## config.mk

```make
export PLATFORM = sky130hd
export DESIGN_NAME = cdf_pipeline_flat
export DESIGN_NICKNAME = d
export VERILOG_FILES = /design/src/rtl/cdf_pipeline_if.sv /design/src/rtl/cdf_pipeline.sv /design/src/flat_wrapper.sv
export SDC_FILE = /design/constraint.sdc
export NUM_CORES = 1
export LEC_CHECK = 0
export ABC_CLOCK_PERIOD_IN_PS = 2400
export CAP_MARGIN = 20
export CORE_AREA = 2 2 196 198
export CTS_CLUSTER_DIAMETER = 30
export DETAILED_ROUTE_END_ITERATION = 8
export DIE_AREA = 0 0 198 200
export PLACE_DENSITY_LB_ADDON = 0.2
export RECOVER_POWER = 50
export SLEW_MARGIN = 20
export SYNTH_ARGS = -nofsm -noshare
export SYNTH_HDL_FRONTEND = slang
export SYNTH_SLANG_ARGS = --single-unit
```

## constraint.sdc

```tcl
create_clock -name clock -period 2.4 [get_ports clock]
set_clock_uncertainty 0.2 [all_clocks]
set_input_delay 0.24 -clock clock [delete_from_list [all_inputs] [get_ports clock]]
set_output_delay 0.24 -clock clock [all_outputs]
set_load 0.005 [all_outputs]
```

## src/rtl/cdf_pipeline_if.sv

```systemverilog
// cdf_pipeline_if: start/done handshake plus m2 histogram and m3 CDF scratchpad ports.
interface cdf_pipeline_if;
  logic         start;
  logic         done;
  logic [127:0] m2ReadVal;
  logic [15:0]  m2ReadAddr;
  logic [15:0]  m2WriteAddr;
  logic [127:0] m2WriteVal;
  logic         m2WE;
  logic [15:0]  m3WriteAddr;
  logic [127:0] m3WriteVal;
  logic         m3WE;
  logic [31:0]  cdfMin;
  logic [31:0]  cdfTotal;
  modport master (
    output start, m2ReadVal,
    input  done, m2ReadAddr, m2WriteAddr, m2WriteVal, m2WE,
           m3WriteAddr, m3WriteVal, m3WE, cdfMin, cdfTotal
  );
  modport slave (
    input  start, m2ReadVal,
    output done, m2ReadAddr, m2WriteAddr, m2WriteVal, m2WE,
           m3WriteAddr, m3WriteVal, m3WE, cdfMin, cdfTotal
  );
endinterface

```

## src/rtl/cdf_pipeline.sv

```systemverilog
// cdf_pipeline: walks 256 histogram bins and writes the running CDF to m3.
// Define CDF_CLEAR_EN to zero each m2 bin in the cycle its CDF is written.
module cdf_pipeline (
  input logic          clock,
  input logic          rst_n,
  cdf_pipeline_if.slave bus
);
  typedef enum logic [1:0] {IDLE, READ, DRAIN, FIN} state_t;
  state_t      state, state_nx;
  logic        issue, go, dr;
  logic        rd_v, w_v;
  logic [7:0]  addr, rd_addr, w_addr;
  logic [15:0] cnt;
  logic [31:0] acc, sum, cdf_min, cdf_total;
  logic        unused_hi;
  always_ff @(posedge clock or negedge rst_n)
    if (!rst_n) state <= IDLE;
    else        state <= state_nx;
  always_comb begin
    state_nx = state;
    case (state)
      IDLE:  state_nx = bus.start ? READ : IDLE;
      READ:  state_nx = addr == 8'd255 ? DRAIN : READ;
      DRAIN: state_nx = dr ? FIN : DRAIN;
      FIN:   state_nx = IDLE;
    endcase
  end
  always_comb begin
    issue = state == READ;
    go    = state == IDLE && bus.start;
  end
  // Read data for rd_addr arrives one cycle after the address is issued.
  assign cnt = bus.m2ReadVal[31:16] == 16'hAAAA ? bus.m2ReadVal[15:0] : 16'h0;
  assign sum = acc + {16'h0, cnt};
  always_ff @(posedge clock or negedge rst_n)
    if (!rst_n) begin
      dr        <= 1'b0;
      addr      <= 8'h0;
      rd_v      <= 1'b0;
      rd_addr   <= 8'h0;
      w_v       <= 1'b0;
      w_addr    <= 8'h0;
      acc       <= 32'h0;
      cdf_min   <= 32'h0;
      cdf_total <= 32'h0;
    end else begin
      dr        <= state == DRAIN ? ~dr : 1'b0;
      addr      <= issue && state_nx == READ ? addr + 8'd1 : state_nx == IDLE ? 8'h0 : addr;
      rd_v      <= issue;
      rd_addr   <= addr;
      w_v       <= rd_v;
      w_addr    <= rd_addr;
      acc       <= go ? 32'h0 : rd_v ? sum : acc;
      cdf_min   <= go ? 32'h0 : rd_v && cdf_min == 32'h0 ? sum : cdf_min;
      cdf_total <= go ? 32'h0 : rd_v && rd_addr == 8'd255 ? sum : cdf_total;
    end
  assign unused_hi       = ^bus.m2ReadVal[127:32];
  assign bus.done        = state == FIN;
  assign bus.m2ReadAddr  = {8'h0, addr};
  assign bus.m3WE        = w_v;
  assign bus.m3WriteAddr = {8'h0, w_addr};
  assign bus.m3WriteVal  = w_v ? {80'h0, 16'hAAAA, acc} : 128'h0;
  assign bus.cdfMin      = cdf_min;
  assign bus.cdfTotal    = cdf_total;
`ifdef CDF_CLEAR_EN
  assign bus.m2WE        = w_v;
  assign bus.m2WriteAddr = {8'h0, w_addr};
  assign bus.m2WriteVal  = 128'h0;
`else
  assign bus.m2WE        = 1'b0;
  assign bus.m2WriteAddr = 16'h0;
  assign bus.m2WriteVal  = 128'h0;
`endif
endmodule

```

## src/flat_wrapper.sv

```systemverilog
// flat-port wrapper written by rule: the top's interface ports become plain ports
module cdf_pipeline_flat 
  (clock, rst_n, bus_start, bus_m2ReadVal, bus_done, bus_m2ReadAddr, bus_m2WriteAddr, bus_m2WriteVal, bus_m2WE, bus_m3WriteAddr, bus_m3WriteVal, bus_m3WE, bus_cdfMin, bus_cdfTotal);
  cdf_pipeline_if bus_i ();
  input logic clock;
  input logic rst_n;
  input wire logic [$bits(bus_i.start)-1:0] bus_start;
  input wire logic [$bits(bus_i.m2ReadVal)-1:0] bus_m2ReadVal;
  output wire logic [$bits(bus_i.done)-1:0] bus_done;
  output wire logic [$bits(bus_i.m2ReadAddr)-1:0] bus_m2ReadAddr;
  output wire logic [$bits(bus_i.m2WriteAddr)-1:0] bus_m2WriteAddr;
  output wire logic [$bits(bus_i.m2WriteVal)-1:0] bus_m2WriteVal;
  output wire logic [$bits(bus_i.m2WE)-1:0] bus_m2WE;
  output wire logic [$bits(bus_i.m3WriteAddr)-1:0] bus_m3WriteAddr;
  output wire logic [$bits(bus_i.m3WriteVal)-1:0] bus_m3WriteVal;
  output wire logic [$bits(bus_i.m3WE)-1:0] bus_m3WE;
  output wire logic [$bits(bus_i.cdfMin)-1:0] bus_cdfMin;
  output wire logic [$bits(bus_i.cdfTotal)-1:0] bus_cdfTotal;
  assign bus_i.start = bus_start;
  assign bus_i.m2ReadVal = bus_m2ReadVal;
  assign bus_done = bus_i.done;
  assign bus_m2ReadAddr = bus_i.m2ReadAddr;
  assign bus_m2WriteAddr = bus_i.m2WriteAddr;
  assign bus_m2WriteVal = bus_i.m2WriteVal;
  assign bus_m2WE = bus_i.m2WE;
  assign bus_m3WriteAddr = bus_i.m3WriteAddr;
  assign bus_m3WriteVal = bus_i.m3WriteVal;
  assign bus_m3WE = bus_i.m3WE;
  assign bus_cdfMin = bus_i.cdfMin;
  assign bus_cdfTotal = bus_i.cdfTotal;
  cdf_pipeline u_core (.clock(clock), .rst_n(rst_n), .bus(bus_i));
endmodule
```

* After elaboration in Yosys (flattened, before gate mapping)
Cells that the tools add are included.
Storage, ports and cells: register bits after elaboration 125, input port bits 131, output and inout port bits 371, logic and storage cells 46
Operators by class: add/sub/neg operators 2, equality and inequality tests 7, multiplexer cells 15, bitwise gates (word level) 1, reduce and logical (&&, ||, !) cells 11
Operators with widths (count):
- $mux W32 | 6
- $mux W48 | 1
- $add A32 B16 Y32 | 1
- $logic_not A32 Y1 | 1
- $eq A16 B16 Y1 const B | 1
- $eq A8 B8 Y1 const B | 2
- $mux W16 | 1
- $mux W8 | 2
- $add A8 B1 Y8 const B | 1
- $pmux W2 S4 | 1
- $reduce_bool A2 Y1 | 4
- $eq A2 B1 Y1 const B | 2
- $eq A2 B2 Y1 const B | 2
- $logic_and A1 B1 Y1 | 4
- $logic_not A2 Y1 | 2
- $mux W1 | 3
- $mux W2 | 1
- $not A1 Y1 | 1

* Longest topological paths before layout
Gate-level depths: netlist of the first run.
depth in word-level cells 6, mapped depth 15

* Worst setup path before layout of the first run
OpenSTA, ideal clock, no wires.
path type input to register, start point input bus_m2ReadVal[20], end point register u_core.acc[22], library setup time 0.120 ns, arrival time 3.020 ns, required time 2.080 ns, path slack -0.940 ns, stages 15, cells stage by stage nor4bb_1 and4_1 clkbuf_1 and2_1 ha_1 inv_1 fa_1 nor2b_1 o2111ai_1 a21boi_2 o21ai_2 buf_2 a21oi_1 a21oi_1 a31o_2
On the way: cells in the longest elaborated chain, start to end 5
Ends and longest elaborated chain:
- start: declaration | line flat_wrapper.sv:8 | input wire logic [$bits(bus_i.m2ReadVal)-1:0] bus_m2ReadVal;
- $eq A16 B16 Y1 | line cdf_pipeline.sv:33 | assign cnt = bus.m2ReadVal[31:16] == 16'hAAAA ? bus.m2ReadVal[15:0] : 16'h0;
- $mux W16 | line cdf_pipeline.sv:33
- $add A32 B16 Y32 | line cdf_pipeline.sv:34 | assign sum = acc + {16'h0, cnt};
- $mux W32 (2 in series) | line cdf_pipeline.sv:53 | acc <= go ? 32'h0 : rd_v ? sum : acc;
- end signal: assignment | line cdf_pipeline.sv:53
- end: declaration | line cdf_pipeline.sv:14 | logic [31:0] acc, sum, cdf_min, cdf_total;
No other way between the ends. The select of a mux whose other input is x is not followed. A chain may end at the register's enable or synchronous reset.

* Worst setup path after layout of the first run
start point input bus_m2ReadVal[20], end point register u_core.cdf_min[23] (netlist: u_core.bus.cdfMin[23])
On the way: cells in the longest elaborated chain, start to end 5
Ends and longest elaborated chain:
- $eq A16 B16 Y1 | line cdf_pipeline.sv:33
- $mux W16 | line cdf_pipeline.sv:33
- $add A32 B16 Y32 | line cdf_pipeline.sv:34
- $mux W32 (2 in series) | line cdf_pipeline.sv:54 | cdf_min <= go ? 32'h0 : rd_v && cdf_min == 32'h0 ? sum : cdf_min;
- end signal: assignment | line cdf_pipeline.sv:54
- end: declaration | line cdf_pipeline.sv:14
No other way between the ends. The select of a mux whose other input is x is not followed.

==> results of run 1 <==
logic make-up (layout without fill, tap and decap cells):
logic type | Yosys count | after routing | share of synthesized area [%]
buffers and inverters | 309 | 350 | 25.01
and+or+nand+nor | 282 | 282 | 17.07
AOI/OAI and AO/OA | 186 | 186 | 14.32
DFF | 125 | 125 | 36.64
xor gates and xnor gates | 30 | 30 | 3.077
adders and majority gates | 18 | 18 | 2.726
muxes | 9 | 9 | 1.114
other | 1 | 249 | 0.04392
through the flow:
step / TNS (ns) / cell area [um2]
6_report: -21.95 / 12550
5_1_grt: -32.52 / 12550
4_1_cts: -27.18 / 12020
3_5_place_dp: -113.91 / 10730
3_3_place_gp: -110.31 / 10730
2_1_floorplan: -32.02 / 9671
Yosys cell counts (all sizes together) (2+ instances only):
cell     number  area share (%)
and2         51             3.7
nand2b        7            0.51
nand3        21             1.3
nor3b         4            0.35
o211ai       10             1.0
a2111oi       2            0.28
and3          6            0.44
o21ai        63             3.8
a21boi        5            0.62
nand4        10            0.91
o41ai         3            0.40
nor2b         3            0.22
nor3          8            0.53
clkbuf       25             1.1
o22ai         5            0.37
or4           4            0.35
o21bai        3            0.26
buf         270              23
inv          14            0.62
a21oi        44             2.6
a211oi       18             1.7
o31ai         8            0.70
nor4         15             1.2
nor2         52             2.3
ha           17             2.5
o2111ai       5            0.51
xnor2        18             1.8
nand2        85             3.7
or3           4            0.29
nand3b        3            0.26
mux2          4            0.53
a21o          6            0.53
xor2         12             1.2
a31o          4            0.41
dfrtp       125              37
mux2i         5            0.59
a31oi         3            0.22
or2           2            0.15
nor4bb        4            0.47
o311ai        2            0.21
worst paths after layout:
kind	start	slack, ns	endpoint
max in group asynchronous	rst_n	0.29	u_core.bus.cdfTotal[31]
worst min-delay path	u_core.rd_addr[2]	0.18	u_core.w_addr[2]
worst max-delay path	bus_m2ReadVal[20]	-0.43	u_core.bus.cdfMin[23]
worst max register to register	u_core.acc[0]	-0.26	u_core.acc[22]
worst min register to register	u_core.rd_addr[2]	0.18	u_core.w_addr[2]
min in group asynchronous	rst_n	0.29	u_core.rd_addr[5]
layout by cell type, fill, tap and decap left out, drive strengths merged, types with 44 or more instances in the layout:
| cell | netlist | layout |
|---|---|---|
| clkdlybuf4s50 | 0 | 139 |
| nand2 | 85 | 85 |
| dfrtp | 125 | 125 |
| nor2 | 52 | 52 |
| buf | 270 | 155 |
| conb | 1 | 249 |
| and2 | 51 | 51 |
| o21ai | 63 | 63 |
| a21oi | 44 | 44 |
worst max-delay path, cell delays in order:
cell	delay, ns
buf_2	0.10
nor4bb_2	0.26
and4_4	0.29
buf_6	0.12
and2_4	0.14
ha_4	0.19
a21o_1	0.19
a31o_4	0.22
o211ai_4	0.30
buf_12	0.15
nand3_4	0.09
a21oi_4	0.23
buf_6	0.15
xor2_4	0.19
o21ai_1	0.08
per-layer routing:
metal	track usage, %	vias to the layer above	part of all wire, %
li1	-	3343	-
met1	18.96	3479	44
met2	23.80	286	49
met3	3.041	18	6.2
met4	3.481	0	1.1
met5	0	-	0
flip-flops by register name (all words and copies together) (netlist names):
signal / flops
u_core.rd_addr: 8
u_core.acc: 32
u_core.w_addr: 8
u_core.bus.m3WE: 1
u_core.state: 2
u_core.rd_v: 1
u_core.bus.cdfMin: 32
u_core.dr: 1
u_core.bus.cdfTotal: 32
u_core.addr: 8
cell type report:
type,instances,area (um2)
fillers,3864,24850
multi-input cells,774,5301
flip-flops and latches,125,3128
inverters,14,52.55
repair buffers,304,2810
well taps,511,639.4
clock inverters,15,196.4
clock buffers,17,425.4
power breakdown:
group | internal [mW] | leakage, nW | switching [mW]
clock | 1.59 | 0.305 | 1.21
combinational | 0.816 | 3.55 | 0.901
sequential | 2.33 | 1.69 | 0.205
total | 4.74 | 5.55 | 2.31
repair_timing:
item | 4_1_cts | 5_1_grt
endpoints found under the hold margin | 36 | 0
gates resized for setup | 158 | 101
setup buffers | 27 | 8
endpoints found under the setup margin | 90 | 91
hold buffers | 1 | 0
pin swaps | 79 | 57
==> run_results.csv, run 1 <==
group,metric,value,unit
cts,clk_pin_slew,0.07,ns
sta,period_share,118.1,%
floorplanning,core-area,37400,um2
yosys,synth.ff_latch_count,125,
final_layout,area_growth,47.03,%
route,drc_errors,0,
run_status,status,"finished, violations left",
setup_path,arrival,2.95,ns
sta,fmax,352.9,MHz
sta,max-slew-margin-rel,34.18,%
run,timing.max_cap.violations,0,
floorplanning,cell_rows,71,
setup_path,crit_fanout,4,
setup_path,cp.required,2.52,ns
sta,fin_ws,-0.4334,ns
global_routing,first_global_vias,6887,
min_path,worst_hold_path.num_cells,0,
sta,setup_violations,74,
setup_path,path_depth_of_the_worst_reg2reg_path,12,
floorplanning,fp.dieArea,39600,um2
route,drt-vias-per-instance,4.049,
run_status,failed_checks,"negative setup slack",
cts,cts-htree-levels,4,
global_routing,grt_first_pass_wirelength,42690,um
route,route.antenna.remaining_nets,0,
route,drtIter0Drc,280,
setup_path,crit_path_start_kind,"input port",
power_and_ir_drop,power_density,561.5,nW/um2
floorplanning,initial_utilization,22.83,%
sta,max_slew.worst_pin.slew,0.9872,ns
route,vias,7126,
setup_path,critPathKind,"in2reg",
setup_path,worst_setup_path_end_kind,"flop",
route,route.detailed.wl_per_inst,16.17,um
global_routing,grt_overall_usage,14.30,%
placement,place.detailed.hpwl,21350,um
placement,gp_congestion,0.7878,
yosys,ys_types,68,
cts,clock_sinks,125,
cts,clk_root_buffer_cell,"clkbuf_16",
power_and_ir_drop,vdd_ir_drop_max,0.4404,mV
sta,finalHoldViolCount,0,
yosys,edff_count_synth,0,
route,wl,28460,um
final_layout,final_layout_size_suffix_gt1_share,28.58,%
floorplanning,ioPinCount,502,
floorplanning,chipWidth,198,um
cts,clk_path_buf_depth,2,
route,detail_route.first_pass.iterations,5,
sta,shortest_period_the_worst_path_allows,2.833,ns
yosys,synthesis.instances,960,
final_layout,antennaDiodeCount,0,
power_and_ir_drop,power.leakage,5.546,nW
sta,final.hold.worst_slack,0.1752,ns
placement,count_of_input_and_output_buffers,156,
final_layout,finish.utilization,33.57,%
sta,final_max_slew_viol_count,0,
yosys,post_synth_instance_area,8538,um2
global_routing,antenna_violations_before_repair,0,
placement,placement.setup.worst_slack,-1.513,ns
yosys,synthesis.yosys.warnings,0,
yosys,synth_sequential_area_ratio,36.64,%
yosys,synth_area_per_cell,8.894,um2
placement,dp.cells,1697,
sta,rsz_0062_raised_after_global_routing,"yes",
yosys,synth_async_sr_flop_share,100.0,%
min_path,hp-class,"reg2reg",
yosys,synth_ff_type,"dfrtp_1",
final_layout,fin_nets,1385,
global_routing,overflow,0,
cts,numCtsBuffers,17,
power_and_ir_drop,power.total,7.049,mW
cts,tritoncts,"done",
cts,worstSkewPairLatency,0.43,ns
floorplanning,die_h,200,um
global_routing,grt_start_max_net_pins,50,
final_layout,instances_no_fill,1760,
(Power assumes the default switching activity.)
==> inputs of run 2 (changes only) <==
- CELL_PAD_IN_SITES_DETAIL_PLACEMENT: default -> 1
- CELL_PAD_IN_SITES_GLOBAL_PLACEMENT: default -> 1
- CORE_AREA: 2 2 196 198 -> 2 2 198 200
- DIE_AREA: 0 0 198 200 -> 0 0 200 202
==> run_results.csv, run 2 (synthesis results as in run 1) <==
group,metric,value,unit
floorplanning,core-area,38290,um2
global_routing,grt_first_pass_wirelength,46680,um
floorplanning,cell_rows,72,
sta,fmax,333.3,MHz
setup_path,critPathKind,"in2reg",
run_status,status,"finished, violations left",
route,drtIter0Drc,267,
route,route.detailed.wl_per_inst,17.41,um
global_routing,grt_start_max_net_pins,42,
sta,shortest_period_the_worst_path_allows,3.000,ns
final_layout,mostFrequentLayoutCells,"conb_1, clkdlybuf4s50_1, buf_4, dfrtp_1, nand2_1",
final_layout,final_layout_size_suffix_gt1_share,30.95,%
power_and_ir_drop,power_density,553.7,nW/um2
global_routing,overflow,0,
power_and_ir_drop,power.leakage,5.723,nW
sta,setup_violations,87,
cts,numCtsBuffers,17,
cts,cts-htree-levels,4,
floorplanning,initial_utilization,22.30,%
floorplanning,fp.dieArea,40400,um2
cts,tritoncts,"done",
floorplanning,die_h,202,um
run,timing.max_cap.violations,0,
min_path,hp-class,"reg2reg",
route,detail_route.first_pass.iterations,4,
final_layout,area_growth,51.83,%
route,drt-vias-per-instance,4.055,
placement,place.detailed.hpwl,23460,um
sta,final.hold.worst_slack,0.1713,ns
sta,final_max_slew_viol_count,0,
power_and_ir_drop,vdd_ir_drop_max,0.5177,mV
sta,rsz_0062_raised_after_global_routing,"yes",
cts,worstSkewPairLatency,0.44,ns
sta,fin_ws,-0.6003,ns
cts,clk_root_buffer_cell,"clkbuf_16",
sta,max-slew-margin-rel,36.27,%
global_routing,first_global_vias,7459,
setup_path,arrival,3.12,ns
setup_path,worstSetupStartpoint,"bus_m2ReadVal[16]",
final_layout,num-fill-cells,4431,
route,drc_errors,0,
sta,finalHoldViolCount,0,
final_layout,antennaDiodeCount,0,
cts,clk_pin_slew,0.07,ns
route,wl,31400,um
placement,gp_congestion,0.8159,
floorplanning,chipWidth,200,um
run_status,failed_checks,"negative setup slack",
route,route.antenna.remaining_nets,0,
cts,clk_path_buf_depth,2,
sta,max_slew.worst_pin.slew,0.9559,ns
placement,count_of_input_and_output_buffers,156,
sta,period_share,125.0,%
setup_path,cp.required,2.52,ns
final_layout,fin_nets,1422,
min_path,holdCritStartpoint,"u_core.rd_addr[1]",
route,vias,7316,
power_and_ir_drop,power.total,7.177,mW
setup_path,crit_fanout,4,
placement,placement.setup.worst_slack,-1.515,ns
global_routing,antenna_violations_before_repair,0,
cts,clock_sinks,125,
floorplanning,ioPinCount,502,
global_routing,grt_overall_usage,15.55,%
setup_path,crit_path_start_kind,"input port",
setup_path,worst_setup_path_end_kind,"flop",
sta,timing.setup.tns,-35.13,ns
final_layout,layout.cells.most_common,"conb_1",
setup_path,crit-reg2reg-launch,"u_core.acc[0]",
[run 2: path summary, 6_finish.rpt]
check                                           to  slack, ns  depth (start not counted)
max                        u_core.bus.cdfTotal[26]      -0.60                         17
min                               u_core.w_addr[1]       0.17                          0
max reg2reg                u_core.bus.cdfTotal[26]      -0.33                         12
min reg2reg                       u_core.w_addr[1]       0.17                          0
max in group asynchronous  u_core.bus.cdfTotal[17]       0.31                          3
min in group asynchronous  u_core.bus.cdfTotal[14]       0.30                          2
[run 2: power breakdown]
part / switching, mW / internal, mW / total (mW)
clock: 1.08 / 1.77 / 2.85
combinational: 0.921 / 0.871 / 1.79
sequential: 0.205 / 2.33 / 2.54
total: 2.20 / 4.97 / 7.18
[run 2: worst max-delay path, cell delays in order]
cell	delay (ns)
buf_6	0.10
nor4bb_4	0.28
and4_4	0.27
buf_6	0.11
and2_4	0.14
ha_4	0.12
inv_2	0.04
fa_2	0.36
nor2b_4	0.17
o2111ai_4	0.17
a21boi_4	0.27
o21ai_4	0.12
buf_6	0.15
buf_6	0.12
a211oi_4	0.23
xnor2_2	0.16
a21oi_1	0.09
[run 2: routing by layer]
layer / global-route usage [%] / vias to the layer above / routed length [um]
met5: 0 / - / 0
met4: 3.016 / 0 / 363
met3: 3.905 / 24 / 2095
met2: 26.20 / 241 / 15320
met1: 20.12 / 3643 / 13620
li1: - / 3408 / -
[run 2: stage by stage]
step | area (um2) | util [%] | cells
after floorplan | 9671 | - | 1208
after global placement | 10870 | 28.40 | 1723
after detailed placement | 10870 | 28.40 | 1723
after CTS | 12560 | 32.79 | 1793
after global routing | 12960 | 33.86 | 1804
final | 12960 | 33.86 | 1804
[run 2: cell type report]
class | count | area, um2 | share of cell area, %
clock inverters | 13 | 188.9 | 1.457
flip-flops and latches | 125 | 3128 | 24.13
well taps | 518 | 648.1 | 5.000
clock buffers | 19 | 442.9 | 3.417
repair buffers | 340 | 3142 | 24.24
inverters | 14 | 55.05 | 0.4247
multi-input cells | 775 | 5359 | 41.34
[run 2: what timing repair did]
action	in CTS	in global routing
setup buffers	37	21
hold endpoints to repair	30	0
endpoints found under the setup margin	90	94
gates resized for setup	212	82
pin swaps	94	63
cloned	2	0
hold buffers	1	0
==> inputs of run 3 (changes only) <==
- CAP_MARGIN: 20 -> default
==> results of run 3 <==
The final DEF is identical to that of run 2; final timing and power are the same.
